===== config.mk =====
export PLATFORM = sky130hd
export DESIGN_NAME = nec_ir_transmitter
export DESIGN_NICKNAME = d
export VERILOG_FILES = /design/src/rtl/nec_ir_transmitter.sv
export SDC_FILE = /design/constraint.sdc
export NUM_CORES = 1
export LEC_CHECK = 0
export ABC_AREA = 1
export CORE_MARGIN = 2
export CORE_UTILIZATION = 54
export DETAILED_ROUTE_END_ITERATION = 7
export PLACE_DENSITY = 0.76
export REMOVE_ABC_BUFFERS = 1
export SYNTH_ARGS = -nofsm -noshare
export SYNTH_HDL_FRONTEND = slang
export SYNTH_SLANG_ARGS = --single-unit

===== constraint.sdc =====
create_clock -name clk -period 1.7 [get_ports clk]
set_input_delay 0.17 -clock clk [delete_from_list [all_inputs] [get_ports clk]]
set_output_delay 0.17 -clock clk [all_outputs]
set_load 0.005 [all_outputs]

===== src/rtl/nec_ir_transmitter.sv =====
// nec_ir_transmitter: NEC IR frame generator (lead, 32 pulse-distance bits, stop, gap)
// with a carrier-modulated LED drive and a valid/ready request port.
module nec_ir_transmitter #(
    parameter int TICK_CYCLES  = 22500,
    parameter int CARRIER_HALF = 526,
    parameter int GAP_TICKS    = 64
) (
    input  logic       clk,
    input  logic       rst_n,
    input  logic       tx_valid,
    output logic       tx_ready,
    input  logic [7:0] tx_addr,
    input  logic [7:0] tx_data,
    input  logic       tx_repeat,
    output logic       tx_done,
    output logic       ir_env,
    output logic       ir_out
);
    localparam int MAXT = GAP_TICKS > 16 ? GAP_TICKS : 16;
    localparam int TW   = $clog2(MAXT + 1);
    localparam int PW   = $clog2(TICK_CYCLES);
    localparam int CW   = $clog2(CARRIER_HALF + 1);

    typedef enum logic [2:0] {IDLE, LEAD_MARK, LEAD_SPACE, BIT_MARK, BIT_SPACE, STOP_MARK, GAP} state_t;

    state_t          r_state, w_next;
    logic [PW-1:0]   r_pre;
    logic [TW-1:0]   r_ticks, w_last;
    logic [CW-1:0]   r_car;
    logic [5:0]      r_bit;
    logic [31:0]     r_shift;
    logic            r_rep, r_env, r_ph, r_done;
    logic            w_accept, w_tick, w_seg_end, w_mark_next, w_car_wrap;

    assign tx_ready    = r_state == IDLE;
    assign tx_done     = r_done;
    assign ir_env      = r_env;
    assign ir_out      = r_env & r_ph;
    assign w_accept    = tx_valid && tx_ready;
    assign w_tick      = r_pre == PW'(TICK_CYCLES - 1);
    assign w_car_wrap  = r_car == CW'(CARRIER_HALF - 1);
    // last tick index of the current segment (segment length minus one)
    assign w_last      = r_state == LEAD_MARK  ? TW'(15) :
                         r_state == LEAD_SPACE ? (r_rep ? TW'(3) : TW'(7)) :
                         r_state == BIT_SPACE  ? (r_shift[0] ? TW'(2) : TW'(0)) :
                         r_state == GAP        ? TW'(GAP_TICKS - 1) : TW'(0);
    assign w_seg_end   = w_tick && r_ticks == w_last;
    assign w_mark_next = w_next == LEAD_MARK || w_next == BIT_MARK || w_next == STOP_MARK;

    always_comb begin
        w_next = r_state;
        case (r_state)
            IDLE:       w_next = w_accept ? LEAD_MARK : IDLE;
            LEAD_MARK:  w_next = w_seg_end ? LEAD_SPACE : LEAD_MARK;
            LEAD_SPACE: w_next = w_seg_end ? (r_rep ? STOP_MARK : BIT_MARK) : LEAD_SPACE;
            BIT_MARK:   w_next = w_seg_end ? BIT_SPACE : BIT_MARK;
            BIT_SPACE:  w_next = w_seg_end ? (r_bit == 6'd31 ? STOP_MARK : BIT_MARK) : BIT_SPACE;
            STOP_MARK:  w_next = w_seg_end ? GAP : STOP_MARK;
            GAP:        w_next = w_seg_end ? IDLE : GAP;
            default:    w_next = IDLE;
        endcase
    end

    always_ff @(posedge clk or negedge rst_n) begin
        if (!rst_n) begin
            r_state <= IDLE;
            r_pre   <= '0;
            r_ticks <= '0;
            r_car   <= '0;
            r_bit   <= '0;
            r_shift <= '0;
            r_rep   <= 1'b0;
            r_env   <= 1'b0;
            r_ph    <= 1'b0;
            r_done  <= 1'b0;
        end else begin
            r_state <= w_next;
            r_env   <= w_mark_next;
            r_done  <= r_state == GAP && w_seg_end;
            if (w_accept) begin
                r_shift <= {~tx_data, tx_data, ~tx_addr, tx_addr};
                r_rep   <= tx_repeat;
                r_pre   <= '0;
                r_ticks <= '0;
                r_bit   <= '0;
            end else if (r_state != IDLE) begin
                r_pre   <= w_tick ? '0 : r_pre + 1'b1;
                r_ticks <= w_seg_end ? '0 : (w_tick ? r_ticks + 1'b1 : r_ticks);
                if (r_state == BIT_SPACE && w_seg_end) begin
                    r_shift <= r_shift >> 1;
                    r_bit   <= r_bit + 1'b1;
                end
            end
            // every mark begins with a fresh high carrier half-period
            if (w_mark_next && w_next != r_state) begin
                r_car <= '0;
                r_ph  <= 1'b1;
            end else if (r_env) begin
                r_car <= w_car_wrap ? '0 : r_car + 1'b1;
                r_ph  <= w_car_wrap ? ~r_ph : r_ph;
            end else begin
                r_car <= '0;
                r_ph  <= 1'b0;
            end
        end
    end
endmodule


# Word-level counts from Yosys, hierarchy flattened
# Cells that the tools add are included.
# word_totals
reg_bits	77
latch_bits	0
mem_bits_rw	0
rom_bits	0
input_bits	20
mem_count	0
# classes
add_sub_neg	4
multipliers	0
n_div	0
magnitude_cmp	0
n_eq_ne	15
shifts	0
mux	35
n_bitwise	4
n_reduce_logical	14
# ops
cell	count
$mux 32	3
$mux 15	3
$mux 6	7
$mux 10	3
$mux 7	4
$mux 3	7
$pmux 3 s7	1
$not 8->8	2
$add 15x1->15 const B	1
$eq 15x15->1 const B	1
$eq 3x3->1 const B	4
$add 10x1->10 const B	1
$eq 10x10->1 const B	1
$eq 3x2->1 const B	3
$add 7x1->7 const B	1
$eq 7x6->1	1
$add 6x1->6 const B	1
$eq 3x1->1 const B	2
$eq 6x5->1 const B	1
$mux 2	3
$reduce_bool 3->1	2
$logic_and 1x1->1	5
$mux 1	4
$reduce_and 2->1	2
7 further kinds	9

# Longest topological paths before layout
# depth
depth_word	14
mapped_depth	15
mapped_depth_nobuf	14

# Worst setup path after synthesis
# OpenSTA, ideal clock, no wires.
# synth_timing
kind	register to register
startpoint	register r_pre[0]
endpoint	register r_car[0]
arrival_ps	1752
setup_slack_ps	-130
path_stages_with_launch	13
n_path_buf	1
path_cell_list	dfrtp_1 > ha_1 > nand2_1 > nor2_1 > nand2_1 > nor2_4 > nand3_1 > nor2_1 > nand2_2 > a21oi_2 > nand2_1 > buf_6 > a21oi_1
# synth_via
elab_chain_cells	9
elab_cells_between_ends	17
# synth_rtl
item	line_no	source
start, declared	27	logic [PW-1:0] r_pre;
start signal, assigned	87	r_pre <= w_tick ? '0 : r_pre + 1'b1;
$eq 15x15->1 (*)	40	assign w_tick = r_pre == PW'(TICK_CYCLES - 1);
$logic_and 1x1->1 (*)	47	assign w_seg_end = w_tick && r_ticks == w_last;
$mux 2 (tied with other cells)	54, 58	
$pmux 3 s7 (*)	52	case (r_state)
$eq 3x1->1 or $eq 3x2->1 (tied branches)	48	assign w_mark_next = w_next == LEAD_MARK || w_next == BIT_MARK || w_next == STOP_MARK;
$logic_or 1x1->1	48	
$logic_or 1x1->1 (*)	48	
named net w_mark_next	33	logic w_accept, w_tick, w_seg_end, w_mark_next, w_car_wrap;
$logic_and 1x1->1 (*)	95	if (w_mark_next && w_next != r_state) begin
$mux 10 (*)	95	
end signal, assigned	99	r_car <= w_car_wrap ? '0 : r_car + 1'b1;
end, declared	29	logic [CW-1:0] r_car;
# The timed path passes the listed nets; every way through them passes the cells marked *.
# A chain may end at the register's enable or synchronous reset.

# Worst setup path in the final report
# layout_timing
startpoint	register r_state[2]
endpoint	register r_shift[7]
# layout_via
elab_chain_cells	10
elab_cells_between_ends	18
# layout_rtl
item	line_no	source
start, declared	26	state_t r_state, w_next;
start signal, assigned	77	r_state <= w_next;
$eq 3x3->1	46	r_state == GAP ? TW'(GAP_TICKS - 1) : TW'(0);
$mux 6	46	
$mux 6	45	r_state == BIT_SPACE ? (r_shift[0] ? TW'(2) : TW'(0)) :
$mux 6	44	r_state == LEAD_SPACE ? (r_rep ? TW'(3) : TW'(7)) :
$mux 6	43	assign w_last = r_state == LEAD_MARK ? TW'(15) :
$eq 7x6->1	47	
$logic_and 1x1->1	47	
$logic_and 1x1->1	89	if (r_state == BIT_SPACE && w_seg_end) begin
$reduce_bool 2->1 (no line)	n/a	
$reduce_and 2->1 (no line)	n/a	
end signal, assigned	81	r_shift <= {~tx_data, tx_data, ~tx_addr, tx_addr};
end signal, assigned	90	r_shift <= r_shift >> 1;
end, declared	31	logic [31:0] r_shift;
# Several ways; a longest one is shown, not always the timed one.

==> run summary <==
clock sink total: 77
internal power: 2.57 mW
final cell count without fillers: 747
Initial DRC Count: 291
max-cap viol count: 0
clock network latency to the later pin of the worst-skew pair: 0.36 ns
number of setup violations in the final report: 59
vias in the first global route: 3899
diode count: 0
antenna violations before repair: 0
switching share of power: 0.255
status: finished with violations
Core Box Area: 7690 um^2
Net Sw Power: 0.880 mW
setup_tns: -6.56 ns
crit share post-route: 1.09
min cycle time layout: 1.86 ns
top_reg_cell synth: dfrtp_1
Combinational Power Share: 0.062
Setup WS pre-CTS: -0.310 ns
EDFF count, synth: 0
violations in the final reports: setup timing
Multi-input gate area: 2270 um^2
clock share of power: 0.382
width of the chip: 92.7 um
CP startpoint kind: flip-flop
asr flop ratio synth: 1.00
share of power burned in registers: 0.556
Arr. time, crit path: 2.14 ns
Worst Tran Pin Value: 0.540 ns
die area: 8580 um^2
Total Power: 3.45 mW
Rows: 32
register area: 1930 um^2
first-pass GRT wire length: 17300 um
DRC: 0
pwr dens: 611 nW/um^2
leakage: 2.62 nW
total CTS buffers: 9
final setup skew: 0.00751 ns
CP max FO: 15
Slew Viols, Final: 0
drt pass-1 iters: 5
WL/cell: 14.7 um
Worst R2R Start: r_state[2]$_DFF_PN0_
Cells after Synth: 556
critical path class: reg -> reg
final hold violation count: 0
via/cell ratio: 5.47
vias: 4085
Worst Slack Setup Final: -0.157 ns
worst-case reg-to-reg path depth: 13
Worst path most repeated cell: nand2_1
I/O pin cnt: 24
clock slew at reported path FFs: 0.09 ns
Routed Wire Length: 11000 um
Highest Clock Rate: 539 MHz
FF-to-FF End: r_shift[7]$_DFFE_PN0P_
slowest CP cell: dfrtp_1
post-route ant nets: 0
Synth Register Bits: 77
detailed placement HPWL: 6870 um
Crit. End Element: flip-flop
final core occ: 0.733
slack of the worst reg-to-reg path: -0.16 ns
GRT Total Usage: 0.249
layout cells sized above 1: 0.260
htree depth: 3
I/O Buffers: 23
largest net degree at the start of global routing: 35
RSZ-0062 raised after global routing: true
sequential fraction of the synthesis area: 0.454
Mapped Area: 4240 um^2
clk buf depth: 2
Initial Utilization: 0.552
overall die height: 92.7 um
synth unique cells: 39
remaining global-route overflow: 0
area delta synth->final: 32.8%
clock root buffer: clkbuf_8
NumNets Final: 665
CTS tree: done
Critical Path RT: 1.98 ns
Crit path largest cell delay: 0.41 ns
HP Class: in -> async
Slew HR: 0.637
Ys Warns: 0
DP Cell Count: 722
Routability Congestion: 0.886
crit path cell chain: buf_4, o21ai_2, nand2_1, nand2_1, nand2_1, inv_1, nand2_2, nor2_4, nand2_4, nand2_8, buf_12, nand2_1, o21ai_1
Syn Area/Cell: 7.63 um^2
number of fill cells: 515
Max VDD drop: 0.000441 V
-- through the flow --
stage,instance area [um^2],hold WS [ns]
finish,5630,0.284
detailed placement,4930,0.144
global placement,4930,0.143
CTS,5300,0.304
global route,5630,0.335
floorplan,4120,-0.126
-- cells by family (layout without fill, tap and decap cells) --
logic type	count (synthesis)	count (layout)	share of synthesized area
AND/OR/NAND/NOR	265	266	0.275
buffers and inverters	92	180	0.0964
XOR/XNOR	10	10	0.0206
adder cells (fa/ha/maj)	5	5	0.0147
AO/OA/AOI/OAI	107	107	0.139
flip-flops	77	77	0.454
-- state kept, by name, summed over array words and instances (netlist names) --
| signal | cells |
|---|---|
| r_ticks | 7 |
| r_state | 3 |
| tx_done | 1 |
| r_bit | 6 |
| ir_env | 1 |
| r_pre | 15 |
| r_shift | 32 |
| r_ph | 1 |
| r_rep | 1 |
| r_car | 10 |
-- power groups by stage --
stage | clock network (mW) | logic (mW) | registers, mW
after global routing | 1.39 | 0.247 | 1.92
after CTS | 1.32 | 0.212 | 1.92
after floorplan | 0 | 0.0840 | 1.94
after detailed placement | 0 | 0.209 | 1.95
final | 1.31 | 0.214 | 1.92
after global placement | 0 | 0.200 | 1.95
-- what timing repair did --
item / 4_1_cts / 5_1_grt
hold endpoints to repair: 29 / 0
gates resized for setup: 48 / 71
cloned: 1 / 2
hold buffers: 1 / 0
endpoints found under the setup margin: 65 / 68
pin swaps: 6 / 20
buffers inserted: 0 / 5
-- metal layers --
metal  track usage  share of wire  vias up
met4        0.0944          0.015        0
met3        0.0366          0.044       22
met1         0.324           0.42     1959
met2         0.422           0.52      126
met5             0              0        -
li1              -              -     1978
-- worst max-delay path, delay by kind of cell, from the launching register on --
family	cells	cell delay, ns
compound gates	2	0.26
simple gates	8	0.70
buf+inv	3	0.40
flops	1	0.41
-- synthesized netlist by cell type, types with 2 or more instances --
cell / count / area (um^2)
nor4_1: 2 / 12.5
nor2_2: 3 / 18.8
dfrtp_1: 77 / 1930
o22ai_1: 10 / 62.6
nand2_4: 2 / 22.5
nand2_1: 152 / 571
nand3_1: 36 / 180
ha_1: 5 / 62.6
inv_2: 4 / 15.0
xnor2_1: 2 / 17.5
a21oi_1: 16 / 80.1
buf_6: 4 / 45.0
or2_2: 2 / 12.5
nand3b_1: 6 / 45.0
clkbuf_1: 5 / 18.8
buf_2: 5 / 25.0
nor2_1: 39 / 146
nand4_1: 11 / 68.8
o21ai_0: 53 / 265
o21ai_1: 17 / 85.1
nor2_4: 3 / 33.8
xor2_1: 8 / 70.1
nand2_2: 2 / 12.5
nand3_2: 2 / 20.0
inv_1: 71 / 267
o211ai_2: 2 / 25.0
nor3_1: 5 / 25.0
-- layout make-up --
type	count	share of cell area
Clock buffer	10	0.0244
Timing Repair Buffer	88	0.146
Inverter	76	0.0529
Clock inverter	6	0.00844
Tap cell	102	0.0227
Multi-Input combinational cell	388	0.403
Sequential cell	77	0.342
-- cells in the final DEF (no fill, tap or decap), types with 2 or more instances in the layout --
cell type and count:
a21oi_1 7, a21oi_2 9, buf_12 4, buf_4 53, buf_6 6, clkbuf_16 2
clkbuf_8 10, clkdlybuf4s50_1 21, clkinvlp_4 4, dfrtp_1 76, ha_1 4, inv_1 66
inv_2 7, inv_4 2, nand2_1 136, nand2_2 14, nand2_4 6, nand3_1 26
nand3_2 6, nand3_4 6, nand3b_1 6, nand4_1 11, nor2_1 29, nor2_2 5
nor2_4 11, nor3_1 3, nor4_1 2, o211ai_2 2, o21ai_0 39, o21ai_1 28
o21ai_2 3, o22ai_1 5, o22ai_2 5, or2_2 2, xnor2_1 2, xor2_1 8
-- worst max-delay path by stage --
stage,start,endpoint,cells past startpoint
5_1_grt,r_state[2]$_DFF_PN0_,r_bit[0]$_DFFE_PN0P_,12
3_5_place_dp,r_state[1]$_DFF_PN0_,r_shift[25]$_DFFE_PN0P_,13
6_report,r_state[2]$_DFF_PN0_,r_shift[7]$_DFFE_PN0P_,13
4_1_cts,r_state[0]$_DFF_PN0_,r_bit[2]$_DFFE_PN0P_,12
3_3_place_gp,r_state[0]$_DFF_PN0_,r_car[8]$_DFF_PN0_,11
2_1_floorplan,r_state[0]$_DFF_PN0_,r_shift[10]$_DFFE_PN0P_,8
(Power assumes the default switching activity.)
==> edit 1, RTL diff (config.mk and constraints unchanged) <==
Set the parameter `GAP_TICKS` to 128 (it was 64).
--- a/src/rtl/nec_ir_transmitter.sv
+++ b/src/rtl/nec_ir_transmitter.sv
@@ -3,7 +3,7 @@
 module nec_ir_transmitter #(
     parameter int TICK_CYCLES  = 22500,
     parameter int CARRIER_HALF = 526,
-    parameter int GAP_TICKS    = 64
+    parameter int GAP_TICKS    = 128
 ) (
     input  logic       clk,
     input  logic       rst_n,
Function: same outputs for any inputs over 10 cycles, from zero or initial values and one cycle with rst_n low; that may be too few to reach the edited logic, so the function may still have changed.
==> edit 1 against the unedited design <==
- the flow still finishes with violations (negative setup slack)
- non-clock buffer count rose by 16
- area after synthesis fell by 2.5%
- sequential cell count rose by 1
- worst setup slack got worse by 0.22 ns
- cell area rose by 3.6%
- synthesized cell count fell by 6.3%
- routed wire length rose by 12%
- total power rose by 1.1%
- hold slack got worse by 0.055 ns
- die area fell by 2.4%
==> edit 1: results (changes against the unedited design) <==
status: "finished with violations"
failed_checks: "negative setup slack"
ctsLongestPathBuffers: 2  # unchanged
fin_worst_skew_ns: 0.0113  # +0.00381 ns
worstPathArrival_ns: 2.38  # +0.24 ns
path_clk_slew_ns: 0.09  # about the same
critPathMaxStageDelay_ns: 0.45  # +0.04 ns
post-dp-hpwl_um: 6150  # -11%
use_met2_pct: 39.8  # -2.4 points
wl_per_cell_um: 16.8  # +15%
drt_iter0_drc: 275  # -5.5%
grt_usage_pct: 24.6  # -0.26 points
antenna_found_initial: 0  # unchanged
numCtsBuffers: 9  # unchanged
grtUsageMet1_pct: 32.8  # +0.46 points
crit_type: "reg -> reg"
grt_start_max_net_pins: 40  # +14%
seq_area_frac_synth_pct: 47.2  # +1.8 points
tightest_slew_ns: 0.490  # -0.0500 ns
postLayoutSetupSlackWorst_ns: -0.378  # -0.221 ns
portBuffers: 23  # unchanged
p_sw_uw: 926  # +5.2%
cp_slowest_cell: "dfrtp_2"
cts_root_buffer: "clkbuf_8"
setup_violations: 66  # +12%
gr-total-overflow: 0  # unchanged
hp-class: "in -> async"
yosys_warnings: 0  # unchanged
antenna_cells: 0  # unchanged
clk_latency_ns: 0.36  # about the same
grt_pass1_vias: 3785  # -2.9%
place_congestion: 0.911  # +2.8%
synth_cell_types: 34  # -13%
grt_pass1_wl_um: 16700  # -3.2%
first_pass_iters: 5  # unchanged
cts_htree_levels: 3  # unchanged
async_flop_share_pct: 100  # unchanged
synth_area_leaders: "dfrtp_1 47%, nand2_1 11%, o21ai_0 6.7%"
reg2reg_from: "r_state[0]"
vdd.ir_drop.worst_uv: 419  # -4.9%
fillCellCount: 416  # -19%
nets: 647  # -2.7%
synthFlopType: "dfrtp_1"
reg_top3: "r_shift x32, r_pre x15, r_car x10"
crit_fanout: 5  # -10
slew_viol_final: 0  # unchanged
maxCapViolations: 0  # unchanged
grt_use_met3_pct: 4.48  # +0.82 points
drive_above_1_share_pct: 35.2  # +9.2 points
path_delay_family: "simple AND/OR/NAND/NOR gates"
synthTopCellsByCount: "120 x nand2_1, 78 x dfrtp_1, 55 x inv_1, 55 x o21ai_0, 52 x nand3_1"
vias: 4173  # +2.2%
p_leak_nw: 2.68  # +2.6%
drc_errors: 0  # unchanged
==> edit 1: cell types whose count changed after synthesis, moves of 3 or more <==
cell     unedited run  this run
nor2_1             39        46
buf_4               0         3
o21ai_1            17         8
o21ai_2             0        10
nand3_1            36        52
a21oi_1            16         9
inv_1              71        55
nand2_1           152       120
==> edit 1: metrics by stage <==
step / setup WS [ns] / cells / setup TNS [ns] / cell area, um2 / hold WS [ns]
floorplan: -1.67 / 507 / -81.01 / 4050 / -0.126
global placement: -0.147 / 680 / -6.61 / 4810 / 0.0635
detailed placement: -0.218 / 680 / -10.23 / 4810 / 0.0669
CTS: -0.236 / 711 / -10.43 / 5320 / 0.240
global route: -0.498 / 726 / -26.92 / 5830 / 0.268
finish: -0.378 / 726 / -19.81 / 5830 / 0.228
==> edit 1: worst register-to-register path: stages, from the launching register on <==
cell and delay (ns):
dfrtp_2 0.45, buf_6 0.15, nor2_4 0.12, inv_4 0.06
nand2_2 0.06, nand2_1 0.07, nand2_2 0.09, nand2_2 0.06
nor2_4 0.22, buf_6 0.14, nand2_4 0.05, nand2_2 0.06
nand2_2 0.06, nor2_4 0.13, nor2_4 0.06, clkbuf_16 0.16
nor2_2 0.07
==> edit 1: cells by family after synthesis <==
kind of cell	Yosys count	synth area share, %
flip-flops	78	47.2
AO/OA/AOI/OAI	95	12.9
XOR/XNOR	8	1.69
AND/OR/NAND/NOR	260	28.9
adder cells (fa/ha/maj)	5	1.51
buffers and inverters	75	7.80
==> edit 1: power groups by stage <==
stage,Sequential [mW],Clock (mW),Combinational (mW)
2_1_floorplan,1.96,0,0.0741
3_3_place_gp,1.96,0,0.184
3_5_place_dp,1.96,0,0.190
4_1_cts,1.93,1.31,0.194
5_1_grt,1.94,1.41,0.245
6_report,1.93,1.33,0.219
==> edit 1: repair_timing <==
item | 4_1_cts | 5_1_grt
endpoints found under the hold margin | 42 | 0
setup endpoints to repair | 69 | 74
setup buffers | 13 | 12
hold buffers | 1 | 0
resized for setup | 62 | 106
gates cloned | 2 | 3
pin swaps | 14 | 28
==> edit 1: area by class of cell <==
cell class	instances	area share (%)
tap	99	2.12
sequential	78	33.5
inverter	61	4.48
clock inverter	7	0.944
timing repair buffer	104	17.3
clock buffer	9	2.12
multi-input combinational	368	39.5
==> edit 1: path summary, 6_finish.rpt <==
kind,end,cells after the start
min in group clk,r_shift[4],3
worst min register to register,r_shift[15],2
worst max register to register,r_car[2],16
worst max-delay path,r_car[2],16
max in group asynchronous,r_pre[11],3
worst min-delay path,r_ticks[4],2
==> edit 1: routing by layer <==
metal	vias up	part of all wire, %
met3	55	5.3
met2	188	50
met1	2017	40
li1	1913	-
met5	-	0
met4	0	4.2
==> edit 2, RTL diff (same flow settings) <==
Without the edit above. Make the reset (`rst_n`) synchronous in one clocked block.
--- a/src/rtl/nec_ir_transmitter.sv
+++ b/src/rtl/nec_ir_transmitter.sv
@@ -61,7 +61,7 @@
         endcase
     end
 
-    always_ff @(posedge clk or negedge rst_n) begin
+    always_ff @(posedge clk) begin
         if (!rst_n) begin
             r_state <= IDLE;
             r_pre   <= '0;
Behaviour: differs if rst_n is asserted again (counterexample within 4 cycles, from zero or initial values and one cycle with rst_n low); with rst_n held inactive, the same outputs for 10 cycles.
==> edit 2 against the unedited design <==
- the run still ends with negative setup slack left
- worst setup slack worse by 0.30 ns
- die area decreased by 9.9%
- area after synthesis decreased by 10%
- routed wire length rose by 17%
- cell area is 2.1% higher
- sequential cell count stayed put
- synthesized cell count down 6.3%
Power is not compared: it rests on default switching activity, and its combinational part moved more than twofold at a synthesized area within 25%.
==> edit 2: results (changes against the unedited design) <==
grt_use_met3_pct: 5.18  # +1.5 points
hp-class: "reg -> reg"
grt_start_max_net_pins: 32  # -8.6%
fillCellCount: 338  # -34%
cp_slowest_cell: "dfxtp_1"
grtUsageMet1_pct: 36.6  # +4.2 points
dpl-instance-area_um2: 4650  # -5.6%
place_ws_ns: -0.343  # -0.0326 ns
timing.rr.end: "r_bit[2]"
inv_count: 66  # -13%
wirelength_um: 12900  # +17%
failed_checks: "negative setup slack"
dp_cells: 700  # -3.0%
postCtsSetupRepairBufs: 27  # +27
regArea_um2: 1550  # -19%
nets: 672  # +1.1%
multi_input_area_um2: 2420  # +6.7%
postLayoutSetupSlackWorst_ns: -0.453  # -0.296 ns
post-dp-hpwl_um: 6100  # -11%
stdcell_area_um2: 5750  # +2.1%
grt_pass1_vias: 4162  # +6.7%
wl_met1_um: 5000  # +9.6%
hold_ws_ns: 0.465  # +0.181 ns
use_met2_pct: 54.8  # +13 points
grt_pass1_wl_um: 19000  # +10%
wl_per_cell_um: 17.2  # +17%
finalSetupTns_ns: -22.05  # -15.49 ns
grt_usage_pct: 31.3  # +6.4 points
r2r_cells: 14  # +1
vias: 4290  # +5.0%
place_congestion: 0.827  # -6.7%
seq_area_frac_synth_pct: 40.5  # -4.9 points
synthFlopType: "dfxtp_1"
buf_share_pct: 21.3  # +6.7 points
synth_area_leaders: "dfxtp_1 40%, nand2_1 8.9%, o21ai_0 6.8%"
status: "finished with violations"
crit_fanout: 4  # -11
buffers_excl_clock: 130  # +48%
wl_met2_um: 6530  # +14%
syn_avg_cell_area_um2: 7.31  # -4.3%
multi_input_cells: 363  # -6.4%
cts.repair.resized: 102  # +110%
setup_violations: 71  # +20%
-- edit 2: cell types whose count changed in the layout (fill, tap and decap cells not counted), moves of 11 or more --
cell / before / now
buf_4: 53 / 85
a21oi_2: 9 / 26
inv_1: 66 / 50
dfxtp_1: 0 / 71
o21ai_1: 28 / 8
dfrtp_1: 76 / 0
nand2_1: 136 / 76
o21ai_2: 3 / 18
a21oi_1: 7 / 18
-- edit 2: worst reg2reg max path, delay by kind of cell, from the launching register on --
family / cells / cell delay, ns
xor+xnor: 1 / 0.18
buf+inv: 3 / 0.38
flops: 1 / 0.37
simple gates: 10 / 1.12
-- edit 2: power breakdown --
group	leakage (nW)	switching [mW]	internal, mW
Sequential	0.631	0.0637	1.88
Clock	0.0901	0.715	0.568
Combinational	1.61	0.435	0.363
Total	2.33	1.21	2.81
-- edit 2: logic make-up after synthesis --
kind of cell,count (synthesis),synth area share (%)
compound gates,123,17.9
xor+xnor,12,2.76
fa+ha+maj,5,1.64
buf+inv,82,9.07
flops,77,40.5
simple gates,222,28.1
